==> src/rtl/screen_scanout.sv <==
// Hack screen scanout: walks the frame buffer word by word and serialises each 16-bit word LSB first.
// Define SCANOUT_PREFETCH_EN to add a one-word holding buffer so pixels stream without gaps.
module screen_scanout #(
  parameter int WORDS     = 8192,
  parameter int ROW_WORDS = 32
) (
  input  logic        clk,
  input  logic        reset,
  input  logic        start,
  output logic [12:0] mem_addr,
  output logic        mem_rd,
  input  logic [15:0] mem_rdata,
  output logic        pix,
  output logic        pix_valid,
  input  logic        pix_ready,
  output logic        sol,
  output logic        sof,
  output logic        busy,
  output logic        frame_done
);

  typedef enum logic [1:0] {IDLE, FETCH, WAIT, SHIFT} state_t;

  localparam logic [12:0] LAST_WORD = 13'(WORDS - 1);
  localparam logic [12:0] ROW_W     = 13'(ROW_WORDS);

  state_t      state_q, state_d;
  logic [12:0] word_q, word_d;
  logic [3:0]  bit_q, bit_d;
  logic [15:0] shift_q, shift_d;
  logic        done_q, done_d;
  logic        xfer;

`ifdef SCANOUT_PREFETCH_EN
  logic [15:0] buf_q;
  logic        first_q, first_d;
  logic        cap_q;
`endif

  assign xfer = (state_q == SHIFT) && pix_ready;

  always_ff @(posedge clk or posedge reset) begin
    if (reset) begin
      state_q <= IDLE;
      word_q  <= 13'd0;
      bit_q   <= 4'd0;
      shift_q <= 16'd0;
      done_q  <= 1'b0;
    end else begin
      state_q <= state_d;
      word_q  <= word_d;
      bit_q   <= bit_d;
      shift_q <= shift_d;
      done_q  <= done_d;
    end
  end

`ifdef SCANOUT_PREFETCH_EN
  // Prefetch read is issued in the first SHIFT cycle; data lands one cycle later.
  always_ff @(posedge clk or posedge reset) begin
    if (reset) begin
      buf_q   <= 16'd0;
      first_q <= 1'b0;
      cap_q   <= 1'b0;
    end else begin
      first_q <= first_d;
      cap_q   <= (state_q == SHIFT) && mem_rd;
      if (cap_q) buf_q <= mem_rdata;
    end
  end
`endif

  always_comb begin
    state_d  = state_q;
    word_d   = word_q;
    bit_d    = bit_q;
    shift_d  = shift_q;
    done_d   = 1'b0;
    mem_rd   = 1'b0;
    mem_addr = 13'd0;
`ifdef SCANOUT_PREFETCH_EN
    first_d  = 1'b0;
`endif
    case (state_q)
      IDLE: begin
        if (start) begin
          word_d  = 13'd0;
          state_d = FETCH;
        end
      end
      FETCH: begin
        mem_rd   = 1'b1;
        mem_addr = word_q;
        state_d  = WAIT;
      end
      WAIT: begin
        shift_d = mem_rdata;
        bit_d   = 4'd0;
        state_d = SHIFT;
`ifdef SCANOUT_PREFETCH_EN
        first_d = 1'b1;
`endif
      end
      SHIFT: begin
`ifdef SCANOUT_PREFETCH_EN
        if (first_q && (word_q != LAST_WORD)) begin
          mem_rd   = 1'b1;
          mem_addr = word_q + 13'd1;
        end
`endif
        if (xfer) begin
          shift_d = {1'b0, shift_q[15:1]};
          bit_d   = bit_q + 4'd1;
          if (bit_q == 4'd15) begin
            if (word_q == LAST_WORD) begin
              state_d = IDLE;
              done_d  = 1'b1;
            end else begin
              word_d = word_q + 13'd1;
`ifdef SCANOUT_PREFETCH_EN
              shift_d = buf_q;
              first_d = 1'b1;
`else
              state_d = FETCH;
`endif
            end
          end
        end
      end
      default: state_d = IDLE;
    endcase
  end

  assign pix_valid  = (state_q == SHIFT);
  assign pix        = pix_valid && shift_q[0];
  assign sol        = pix_valid && (bit_q == 4'd0) && ((word_q % ROW_W) == 13'd0);
  assign sof        = pix_valid && (bit_q == 4'd0) && (word_q == 13'd0);
  assign busy       = (state_q != IDLE);
  assign frame_done = done_q;

endmodule

==> config.mk <==
export PLATFORM = sky130hd
export DESIGN_NAME = screen_scanout
export DESIGN_NICKNAME = d
export VERILOG_FILES = /design/src/rtl/screen_scanout.sv
export SDC_FILE = /design/constraint.sdc
export NUM_CORES = 1
export LEC_CHECK = 0
export BUFFER_PORTS_ARGS = -buffer_cell sky130_fd_sc_hd__buf_2
export CORE_MARGIN = 2
export CORE_UTILIZATION = 50
export DETAILED_ROUTE_END_ITERATION = 6
export PLACE_DENSITY = 0.77
export SLEW_MARGIN = 20
export SYNTH_ARGS = -nofsm -noshare
export SYNTH_HDL_FRONTEND = slang
export SYNTH_SLANG_ARGS = --single-unit
==> constraint.sdc <==
create_clock -name clk -period 1.8 [get_ports clk]
set_clock_uncertainty 0.1 [all_clocks]
set_input_delay 0.18 -clock clk [delete_from_list [all_inputs] [get_ports clk]]
set_output_delay 0.18 -clock clk [all_outputs]
set_load 0.02 [all_outputs]
======== After elaboration in Yosys (flattened, before gate mapping) ========
Index checks and enable logic that the tools add are counted.
word-level totals
  memory bits (read-only) ................. 0
  bits in latches ......................... 0
  memory bits (writable) .................. 0
  flip-flop bits (word level) ............. 36
  memories kept ........................... 0
  input port bits ......................... 20
operators by class
  div/mod/pow operators ................... 0
  multiplexer cells ....................... 20
  eq/ne operators ......................... 9
  shifts and indexed selects .............. 0
  magnitude comparators ................... 0
  multiply operators ...................... 0
  reduce and logical (&&, ||, !) cells .... 15
  add/subtract/negate cells ............... 2
  bitwise gates (word level) .............. 0
operator list
  operator               count
  $mux 13                5
  $pmux 16 s2            1
  $logic_not 13->1       2
  $pmux 13 s2            1
  $mux 16                1
  $add 13x1->13 const B  1
  $eq 13x13->1 const B   1
  $pmux 2 s4             1
  $pmux 4 s2             1
  $mux 1                 6
  $mux 2                 3
  $reduce_bool 2->1      3
  $logic_and 1x1->1      5
  $reduce_and 5->1       1
  $add 4x1->4 const B    1
  $eq 2x2->1 const B     2
  $eq 4x4->1 const B     1
  $logic_not 4->1        1
  $mux 4                 1
  $ne 2x1->1 const B     2
  $ne 2x2->1 const B     2
  $reduce_and 3->1       1
  $eq 2x1->1 const B     1
  $logic_not 2->1        1
  $reduce_and 2->1       1

======== Depth between registers and ports, before layout ========
  word-level depth ........................ 5
  mapped depth ............................ 7

======== Worst setup path before layout ========
No wires, ideal clock.
  path type ............................... register to output
  from .................................... register state_q[1]
  to ...................................... output port sof
  arrival ................................. 1.593 ns
  stages on the path, launching flop included .. 6
  path buffers ............................ 0
  setup slack ............................. -0.073 ns
  cells stage by stage .................... dfrtp_1 -> ha_1 -> inv_1 -> nor2_1 -> and4b_1 -> and3_1
on the way
  cells in the longest elaborated chain, start to end .. 3
ends and longest elaborated chain
  item                             RTL line  source
  start: declaration               27        state_t state_q, state_d;
  start signal: assignment         50        state_q <= state_d;
  $eq 2x2->1                       134       assign pix_valid = (state_q == SHIFT);
  via pix_valid                    14        output logic pix_valid,
  $logic_and 1x1->1 (2 in series)  137       assign sof = pix_valid && (bit_q == 4'd0) && (word_q == 13'd0);
  end: declaration                 17        output logic sof,
The timed path passes the listed nets, and every way through them passes these cells.

======== Final worst setup path ========
  from .................................... register word_q[0]
  to ...................................... output port sof
on the way
  cells in the longest elaborated chain, start to end .. 2
ends and longest elaborated chain
  item                      RTL line  source
  start: declaration        28        logic [12:0] word_q, word_d;
  start signal: assignment  51        word_q <= word_d;
  $logic_not 13->1          137
  $logic_and 1x1->1         137
No other way between the ends.

==> flow_summary.json <==
{
  "gr-max-usage-layer": "met2",
  "yosysWarningCount": 0,
  "slew_violations": 0,
  "grt.overflow.total": 0,
  "syn_avg_cell_area_um2": 9.34,
  "cts_buffers": 5,
  "dieArea_um2": 4820,
  "netSwitchingFraction_pct": 39.0,
  "period_share_pct": 110,
  "p_seq_share_pct": 28.0,
  "routabilityCongestion": 0.839,
  "route.detailed.drc": 0,
  "synth_common_cells": "dfrtp_1, nand2_1, o21ai_0",
  "grt_first_pass_wirelength_um": 8780,
  "cts_tree": "done",
  "max-cap-violations": 0,
  "ys_seq_area_share_pct": 42.1,
  "synth_cells": 229,
  "numPortBuffers": 39,
  "core_um2": 4060,
  "power.density_nw_per_um2": 1370,
  "ir_drop_mv": 0.930,
  "min-delay-start": "mem_rdata[15]",
  "synth_flop_cell": "dfrtp_1",
  "leakage_nw": 1.43,
  "period_minus_slack_ps": 1980,
  "cts_buffer_depth": 2,
  "cp_cell_sequence": "inv_1 > ha_1 > nor4b_2 > and4b_1 > and3_4 > buf_6",
  "max_freq_mhz": 506,
  "start_util_pct": 52.7,
  "synth_top_area_cell": "dfrtp_1",
  "required_ps": 1520,
  "r2r-start": "state_q[0]$_DFFE_PP0P_",
  "wire_per_inst_um": 15.7,
  "slowest_delay_ps": 410,
  "dp_hpwl_um": 3390,
  "clock-sinks": 36,
  "status": "complete, but fails checks",
  "rsz0062_at_grt": "true",
  "min_path_type": "input port to flop",
  "dr.pass1.iters": 4,
  "dp.cells": 331,
  "critical_path_arrival_ps": 1700,
  "die_w_um": 69.4,
  "synth-async-reset-ratio_pct": 100,
  "critPathLaunchType": "flop",
  "die_height_um": 69.4,
  "pwr-share-clk_pct": 16.7,
  "ant_nets": 0,
  "vias": 2065,
  "grtUsageMet2_pct": 38.0,
  "root_buffer": "clkbuf_8",
  "synth_area_leaders": "dfrtp_1, mux2i_1, ha_1",
  "reg2regPathDepth": 6,
  "wl_um": 5610,
  "grt_max_degree": 37,
  "worstHoldPathCells": 2,
  "grt_usage_pct": 22.8,
  "p_sw_mw": 1.66,
  "setup.worst_path.end_class": "output pin",
  "synth_edf_count": 0,
  "p_int_mw": 2.59,
  "antenna_found_initial": 0,
  "met1_usage_pct": 27.5,
  "r2r-end": "word_q[8]$_DFFE_PP0P_",
  "area_growth_pct": 45.6,
  "tightest_slew_ps": 473,
  "path_max_fanout": 2,
  "yosys.cell_types.count": 38,
  "drtIter0Drc": 278,
  "p_comb_share_pct": 55.4,
  "failed_checks": "negative setup slack",
  "worst_slack_ps": -178,
  "drive_gt1_share_pct": 41.0,
  "finalNetCount": 335,
  "antenna_cells": 0,
  "utilization_pct": 76.7,
  "hold_viol_final": 0,
  "critPathKind": "flop to output pin",
  "grt_pass1_vias": 1934,
  "yosys.cell_count.top_type": "dfrtp_1",
  "fin_cells": 357,
  "r2r_slack_ps": -20,
  "rows": 23,
  "worst_skew_pair.late_latency_ps": 290,
  "synthesis.area_um2": 2140,
  "hold_path_end": "shift_q[15]$_DFFE_PP0P_",
  "crit_slowest_cell": "dfrtp_1",
  "viasPerCell": 5.78,
  "maxSlewHeadroom_pct": 68.5,
  "h-tree-depth": 2,
  "met3_usage_pct": 6.40,
  "setup_viol": 3,
  "synth_top_area_share_pct": 42.1,
  "clk_pin_slew_ps": 70,
  "synth-seq-cells": 36,
  "syn_nets": 258,
  "ioPinCount": 40
}
layout make-up:
| class | count | area, um2 |
|---|---|---|
| Multi-Input combinational cell | 168 | 1310 |
| Fill cell | 262 | 945 |
| Sequential cell | 36 | 903 |
| Timing Repair Buffer | 85 | 697 |
| Clock buffer | 6 | 72.6 |
| Tap cell | 50 | 62.6 |
| Inverter | 10 | 37.5 |
| Clock inverter | 2 | 35.0 |
through the flow:
stage                     hold WS [ps]  setup TNS, ps  total power [mW]  setup WS [ps]  area [um2]
after floorplan                    220              0              2.31           29.6        2140
after global placement             211              0              2.77           45.0        2550
after detailed placement           214          -73.2              2.82          -27.9        2550
after CTS                         10.0           -189              3.81           -105        2850
after global routing              34.3           -832              4.56           -219        3110
final                             19.8           -299              4.25           -178        3110
power groups by stage:
stage | clock, mW | combinational [mW] | sequential, mW
5_1_grt | 0.768 | 2.57 | 1.22
3_5_place_dp | 0 | 1.65 | 1.18
6_report | 0.709 | 2.35 | 1.19
3_3_place_gp | 0 | 1.60 | 1.17
4_1_cts | 0.716 | 1.92 | 1.18
2_1_floorplan | 0 | 1.16 | 1.15
logic make-up (layout without fill, tap and decap cells):
kind of cell	after synthesis	in the layout	share of synthesized area, %
AO/OA/AOI/OAI	54	54	16.6
XOR/XNOR	4	4	1.64
adder cells (fa/ha/maj)	9	9	5.27
buffers and inverters	25	103	5.21
flip-flops	36	36	42.1
multiplexers	17	17	8.02
AND/OR/NAND/NOR	84	84	21.1
cells in the final DEF (no fill, tap or decap), types with 2 or more instances in the layout:
master,synthesis,routed
ha_1,9,5
ha_4,0,4
nor2_1,7,6
nand4_1,7,7
nor4_1,3,3
buf_4,0,35
clkbuf_8,0,5
nand2_1,29,28
o31ai_4,0,6
buf_2,8,28
buf_6,1,15
and2_4,0,8
mux2i_1,16,16
and4_1,3,3
inv_1,10,7
o21ai_1,4,6
and3_1,4,3
nor2b_4,0,2
a31oi_1,2,2
dfrtp_2,0,2
a41oi_1,2,2
o31ai_1,9,7
inv_2,0,3
nand3_1,6,6
and2_1,16,8
xor2_1,4,4
dfrtp_1,36,34
a21oi_1,4,3
buf_12,0,5
o21ai_0,22,20
o2bb2ai_1,2,2
timing repair:
action                                 in CTS  in global routing
setup endpoints to repair                  24                 47
pin swaps                                   4                  7
buffers inserted                            8                 10
gates resized for setup                    23                 50
endpoints found under the hold margin      36                  0
hold buffers                                1                  0
registers in the layout, summed over array words and instances (netlist names):
register,flops
frame_done,1
word_q,13
bit_q,4
state_q,2
shift_q,16
worst max path at each step:
stage,from,to,slack [ps],depth (start not counted)
global route,word_q[0]$_DFFE_PP0P_,sof,-220,6
finish,word_q[0]$_DFFE_PP0P_,sof,-180,6
global placement,state_q[0]$_DFFE_PP0P_,word_q[11]$_DFFE_PP0P_,40,7
detailed placement,state_q[1]$_DFFE_PP0P_,word_q[3]$_DFFE_PP0P_,-30,7
CTS,word_q[1]$_DFFE_PP0P_,sof,-100,6
floorplan,state_q[1]$_DFFE_PP0P_,sof,30,5
layer usage:
layer | vias to the layer above | part of all wire, %
met5 | - | 0
met4 | 0 | 1.8
met3 | 12 | 5.0
met2 | 81 | 52
met1 | 997 | 42
li1 | 975 | -
worst max-delay path: cells and delay by family, from the launching register on:
family	cells	cell delay (ps)
AND/OR/NAND/NOR	3	670
flip-flops	1	410
buffers and inverters	2	180
adder cells (fa/ha/maj)	1	150
(Power assumes the default switching activity.)
